## src/rtl/nic_cpu_pkg.sv

```systemverilog
// nic_cpu_pkg: shared types for the NIC control CPU.
// State enum, instruction field encodings, field positions.
package nic_cpu_pkg;

   typedef enum logic [2:0] {
      FETCH,
      OPND,
      MEMRD,
      EXEC,
      MEMWR,
      HALT
   } stateT;

   typedef enum logic [2:0] {
      SRC_IMM,
      SRC_RAM,
      SRC_ADD,
      SRC_SUB,
      SRC_A,
      SRC_B,
      SRC_X,
      SRC_Q
   } srcT;

   typedef enum logic [2:0] {
      DST_A,
      DST_B,
      DST_X,
      DST_Q,
      DST_RAM,
      DST_PC,
      DST_PCZ,
      DST_PCC
   } dstT;

   typedef enum logic [1:0] {
      MODE_NORM,
      MODE_HALT,
      MODE_OUT,
      MODE_NOP
   } modeT;

   localparam int SRC_HI  = 7;
   localparam int SRC_LO  = 5;
   localparam int DST_HI  = 4;
   localparam int DST_LO  = 2;
   localparam int MODE_HI = 1;
   localparam int MODE_LO = 0;

   function automatic srcT irSrc(input logic [7:0] ir);
      return srcT'(ir[SRC_HI:SRC_LO]);
   endfunction

   function automatic dstT irDst(input logic [7:0] ir);
      return dstT'(ir[DST_HI:DST_LO]);
   endfunction

   function automatic modeT irMode(input logic [7:0] ir);
      return modeT'(ir[MODE_HI:MODE_LO]);
   endfunction

endpackage

```

## src/rtl/nic_alu.sv

```systemverilog
// nic_alu: combinational DW-bit adder/subtractor.
// Ports: a, b, sub in; y result, carry (add carry-out / sub no-borrow).
module nic_alu #(
   parameter int DW = 8
) (
   input  logic [DW-1:0] a,
   input  logic [DW-1:0] b,
   input  logic          sub,
   output logic [DW-1:0] y,
   output logic          carry
);

   logic [DW:0] sum;

   // a + ~b + 1 carries out exactly when a >= b
   assign sum   = {1'b0, a}
                + {1'b0, (sub ? ~b : b)}
                + {{DW{1'b0}}, sub};
   assign y     = sum[DW-1:0];
   assign carry = sum[DW];

endmodule

```

## src/rtl/nic_cpu_core.sv

```systemverilog
// nic_cpu_core: tiny accumulator CPU, ROM program, RAM data, out port.
// Ports: clk/reset, rom_* fetch, ram_* data, out_*, halted, debug taps.
module nic_cpu_core
   import nic_cpu_pkg::*;
#(
   parameter int DW  = 8,
   parameter int AW  = 8,
   parameter int RAW = 8
) (
   input  logic           clk,
   input  logic           reset,
   output logic [AW-1:0]  rom_addr,
   input  logic [DW-1:0]  rom_data,
   input  logic           rom_valid,
   output logic [RAW-1:0] ram_addr,
   output logic [DW-1:0]  ram_wdata,
   output logic           ram_re,
   output logic           ram_we,
   input  logic [DW-1:0]  ram_rdata,
   input  logic           ram_ready,
   output logic [DW-1:0]  out_data,
   output logic           out_strobe,
   output logic           halted,
   output logic [AW-1:0]  pc_dbg,
   output logic [DW-1:0]  a_dbg
);

   stateT         state;
   stateT         stateNxt;
   logic [AW-1:0] pc;
   logic [7:0]    ir;
   logic [DW-1:0] a;
   logic [DW-1:0] b;
   logic [DW-1:0] x;
   logic [DW-1:0] q;
   logic          c;
   logic [DW-1:0] opnd;
   logic [DW-1:0] res;
   logic [DW-1:0] outData;

   srcT           src;
   dstT           dst;
   modeT          mode;
   srcT           fetchSrc;
   logic [DW-1:0] aluY;
   logic          aluC;
   logic [DW-1:0] result;
   logic [AW-1:0] pcTgt;

   assign src      = irSrc(ir);
   assign dst      = irDst(ir);
   assign mode     = irMode(ir);
   assign fetchSrc = irSrc(rom_data[7:0]);

   nic_alu #(
      .DW(DW)
   ) uAlu (
      .a    (a),
      .b    (b),
      .sub  (src == SRC_SUB),
      .y    (aluY),
      .carry(aluC)
   );

   always_comb begin
      result = opnd;
      unique case (src)
         SRC_IMM: result = opnd;
         SRC_RAM: result = opnd;
         SRC_ADD: result = aluY;
         SRC_SUB: result = aluY;
         SRC_A:   result = a;
         SRC_B:   result = b;
         SRC_X:   result = x;
         SRC_Q:   result = q;
      endcase
   end

   assign pcTgt = AW'(result);

   always_comb begin
      stateNxt = state;
      unique case (state)
         FETCH: begin
            if (rom_valid) begin
               unique case (fetchSrc)
                  SRC_IMM: stateNxt = OPND;
                  SRC_RAM: stateNxt = MEMRD;
                  default: stateNxt = EXEC;
               endcase
            end
         end
         OPND: begin
            if (rom_valid) stateNxt = EXEC;
         end
         MEMRD: begin
            if (ram_ready) stateNxt = EXEC;
         end
         EXEC: begin
            if (dst == DST_RAM && mode != MODE_NOP)
               stateNxt = MEMWR;
            else if (mode == MODE_HALT)
               stateNxt = HALT;
            else
               stateNxt = FETCH;
         end
         MEMWR: begin
            if (ram_ready)
               stateNxt = (mode == MODE_HALT) ? HALT : FETCH;
         end
         HALT:    stateNxt = HALT;
         default: stateNxt = FETCH;
      endcase
   end

   always_ff @(posedge clk or posedge reset) begin
      if (reset) begin
         state   <= FETCH;
         pc      <= '0;
         ir      <= '0;
         a       <= '0;
         b       <= '0;
         x       <= '0;
         q       <= '0;
         c       <= 1'b0;
         opnd    <= '0;
         res     <= '0;
         outData <= '0;
      end else begin
         state <= stateNxt;
         unique case (state)
            FETCH: begin
               if (rom_valid) begin
                  ir <= rom_data[7:0];
                  pc <= pc + AW'(1);
               end
            end
            OPND: begin
               if (rom_valid) begin
                  opnd <= rom_data;
                  pc   <= pc + AW'(1);
               end
            end
            MEMRD: begin
               if (ram_ready) opnd <= ram_rdata;
            end
            EXEC: begin
               if (mode != MODE_NOP) begin
                  res <= result;
                  if (src == SRC_ADD || src == SRC_SUB)
                     c <= aluC;
                  if (mode == MODE_OUT)
                     outData <= result;
                  // jump conditions see a and c from before this cycle
                  unique case (dst)
                     DST_A:   a <= result;
                     DST_B:   b <= result;
                     DST_X:   x <= result;
                     DST_Q:   q <= result;
                     DST_RAM: ;
                     DST_PC:  pc <= pcTgt;
                     DST_PCZ: if (a == '0) pc <= pcTgt;
                     DST_PCC: if (c) pc <= pcTgt;
                  endcase
               end
            end
            default: ;
         endcase
      end
   end

   assign rom_addr   = pc;
   assign ram_addr   = RAW'(x);
   assign ram_wdata  = res;
   assign ram_re     = (state == MEMRD);
   assign ram_we     = (state == MEMWR);
   assign out_data   = outData;
   assign out_strobe = (state == EXEC) && (mode == MODE_OUT);
   assign halted     = (state == HALT);
   assign pc_dbg     = pc;
   assign a_dbg      = a;

endmodule

```

## config.mk

```make
export PLATFORM = sky130hd
export DESIGN_NAME = nic_cpu_core
export DESIGN_NICKNAME = d
export VERILOG_FILES = /design/src/rtl/nic_cpu_pkg.sv /design/src/rtl/nic_alu.sv /design/src/rtl/nic_cpu_core.sv
export SDC_FILE = /design/constraint.sdc
export NUM_CORES = 1
export LEC_CHECK = 0
export BUFFER_PORTS_ARGS = -buffer_cell sky130_fd_sc_hd__buf_4
export CAP_MARGIN = 20
export CORE_MARGIN = 2
export CORE_UTILIZATION = 56
export CTS_BUF_LIST = sky130_fd_sc_hd__clkbuf_4 sky130_fd_sc_hd__clkbuf_8 sky130_fd_sc_hd__clkbuf_16
export CTS_CLUSTER_DIAMETER = 30
export DETAILED_ROUTE_END_ITERATION = 10
export PLACE_DENSITY = 0.8
export SLEW_MARGIN = 25
export SYNTH_ARGS = -nofsm -noshare
export SYNTH_HDL_FRONTEND = slang
export SYNTH_SLANG_ARGS = --single-unit
```

## constraint.sdc

```tcl
create_clock -name clk -period 3.2 [get_ports clk]
set_input_delay 0 -clock clk [delete_from_list [all_inputs] [get_ports clk]]
set_output_delay 0 -clock clk [all_outputs]
set_load 0.02 [all_outputs]
```

==> summary.txt <==
Crit path required time: 3.49 ns
global route total overflow: 0
number of synthesized flops with an enable pin: 0
hold violation total from the final report: 0
CP arrival: 3.26 ns
postcts setup bufs: 0
detailed-route via count: 3422
period utilization: 92.66%
share of cells above drive strength 1: 33.20%
multi-input combinational cell area: 0.002021 mm²
Yosys cell types: 50
CTS clk-pin slew, worst paths: 0.09 ns
fin nets: 509
Die W: 89.53 µm
Min-Delay Endpoint: state[1]$_DFFE_PP0P_
fmax: 337.3 MHz
Yosys reg bits: 76
biggest cell delay along the critical path: 0.57 ns
P per Cell Area: 1249 mW/mm²
# placed instances: 550
DRC viols: 0
first-pass GRT wire length: 16890 µm
Max-Cap Viols: 0
status: completed
Primary FF master, synth: dfrtp_1
vias in the first global route: 3266
Root Driver: clkbuf_8
Post-Synthesis Cell Area: 0.004096 mm²
endpoint type of the worst setup path: register
Final setup violation count: 0
CP most frequent cell: xnor2_1
Worst R2R Setup Slack: 0.23 ns
largest net degree at the start of global routing: 40
hold depth: 3
total nets after synthesis: 418
r2r endpoint: ram_wdata[7]$_DFFE_PP0P_
sequential fraction of the synthesis area: 46.43%
gr usage total: 28.86%
top cells by count, synth: 76 x dfrtp_1, 44 x a21oi_1, 42 x mux2_2, 41 x nor2_1, 36 x nand2_1
area added between synthesis and finish: 24.68%
die area: 0.008016 mm²
clock skew: 0.01362 ns
die height: 89.53 µm
crit path cell chain: nor2b_1 -> nand2_1 -> buf_4 -> xnor2_1 -> ha_1 -> a21oi_1 -> o21a_1 -> o21ai_2 -> xnor2_1 -> a311oi_2 -> mux2_2
GRT met1 Usage: 38.66%
drt pass-1 iters: 5
critical path class: register to register
P_leak: 2.296 nW
gr busiest metal: met2
core footprint: 0.007176 mm²
syn avg cell area: 10.53 µm²
clock tree sinks: 76
min-delay src: rom_valid
HP Class: input port to register
met2 Track Usage GR: 45.72%
Starting Density: 57.09%
most common cell in the synthesized netlist: dfrtp_1
IO Pins: 72
Synth async-reset ratio: 100.0%
crit path max fanout: 8
CTS H-tree lvls: 3
DRT iter0 DRCs: 262
Final Max Tran Viols: 0
Fillers: 524
top-area cell type share of the netlist area: 46.43%
final design utilization: 71.18%
final antenna-violating net count: 0
initial antenna violation count: 0
sum of negative setup slack: 0 ns
Rel. slew slack: 46.19%
CTS tree: yes
RSZ-0062 raised after global routing: no
Cell Rows: 31
fin cells: 584
Power Total: 6.377 mW
Yosys Warn Count: 0
worst-skew pair later-pin latency: 0.36 ns
Final HPWL DP: 7407 µm
final wirelength: 10590 µm
Register Area: 0.001902 mm²
Final Critical Period: 2.965 ns
Wirelength per Cell: 18.14 µm
DP Worst Slack: 0.2568 ns
critical path launch point type: register
# diodes: 0
GR Util met3: 4.524%
largest area contributor in the netlist: dfrtp_1
synth top area cells: dfrtp_1 46%, mux2_2 12%, a21oi_1 5.4%
deepest clock path buffer count: 2
Worst path slowest cell: a311oi_2
VDD IR max: 0.6371 mV
CTS buffer count: 9
Syn Inst Count: 389
R2R cell count: 11
reg-to-reg critical path startpoint: ir[7]$_DFFE_PP0P_
GPL Wtd Cong: 0.8629
# port buffers: 71
Final WS setup: 0.2349 ns
routed vias/inst: 5.860
worst slew pin tran: 0.8059 ns
## placed cells by master, fill, tap and decap left out, types with 5 or more instances in the layout
master	n
mux2i_1	14
mux2_2	42
buf_4	90
dfrtp_1	76
o21ai_0	15
xnor2_1	11
ha_1	8
a21oi_1	43
dlygate4sd3_1	18
clkbuf_8	11
nor2_1	41
nand2_1	36
a211oi_1	5
## routing by layer
layer  vias up  part of all wire (%)
li1       1574                     -
met1      1672                    43
met2       140                    48
met3        36                   5.5
met4         0                   3.5
met5         -                     0
## worst max-delay path: cells and delay by family, from the launching register on
| kind | cells | cell delay (ns) |
|---|---|---|
| AO/OA/AOI/OAI | 4 | 1.08 |
| XOR/XNOR | 2 | 0.25 |
| adder cells (fa/ha/maj) | 1 | 0.32 |
| buffers and inverters | 1 | 0.19 |
| flip-flops | 1 | 0.47 |
| multiplexers | 1 | 0.27 |
| AND/OR/NAND/NOR | 2 | 0.31 |
## final cells by class
type                       count  area share, %
multi-input combinational    280          39.56
sequential                    76          37.24
timing repair buffer         108          16.76
clock buffer                  11          2.964
tap                           99          2.425
clock inverter                 5         0.6859
inverter                       5         0.3675
## what timing repair did
item | 4_1_cts | 5_1_grt
endpoints found under the hold margin | 54 | 0
hold buffers | 18 | 0
endpoints found under the setup margin | 0 | 7
gates resized for setup | 0 | 1
## state kept, by name, summed over array words and instances (netlist names)
signal / flops
state: 3
ram_wdata: 8
pc_dbg: 8
ram_addr: 8
c: 1
b: 8
ir: 8
out_data: 8
q: 8
a_dbg: 8
opnd: 8
## stage by stage
stage                     hold WS (ns)  area (µm²)
after floorplan                 0.1517        4096
after global placement          0.2109        4737
after detailed placement        0.2106        4737
after CTS                     0.008546        5104
after global routing           0.04867        5107
final                         0.007571        5107
## kinds of logic after synthesis
family          after synthesis  synth area share, %
compound gates               88                12.95
xor+xnor                     12                2.566
fa+ha+maj                     9                2.932
buf+inv                      33                4.490
flops                        76                46.43
mux                          61                17.81
simple gates                110                12.83
## where the power goes
part / total (mW) / switching [mW] / internal (mW) / leakage, nW
clock: 0.695 / 0.370 / 0.325 / 0.0957
sequential: 1.95 / 0.517 / 1.43 / 0.912
combinational: 3.74 / 2.05 / 1.69 / 1.29
## worst max path at each step
stage / endpoint / depth (start not counted) / slack, ns / startpoint
finish: ram_wdata[7]$_DFFE_PP0P_ / 11 / 0.23 / ir[7]$_DFFE_PP0P_
global route: pc_dbg[4]$_DFFE_PP0P_ / 9 / 0.01 / ir[7]$_DFFE_PP0P_
CTS: ram_wdata[6]$_DFFE_PP0P_ / 10 / 0.21 / ir[7]$_DFFE_PP0P_
detailed placement: out_data[6]$_DFFE_PP0P_ / 10 / 0.26 / ir[7]$_DFFE_PP0P_
global placement: q[7]$_DFFE_PP0P_ / 11 / 0.30 / ir[7]$_DFFE_PP0P_
floorplan: pc_dbg[6]$_DFFE_PP0P_ / 11 / 0.22 / ir[6]$_DFFE_PP0P_
No activity file was read; power rests on OpenSTA's default activity.
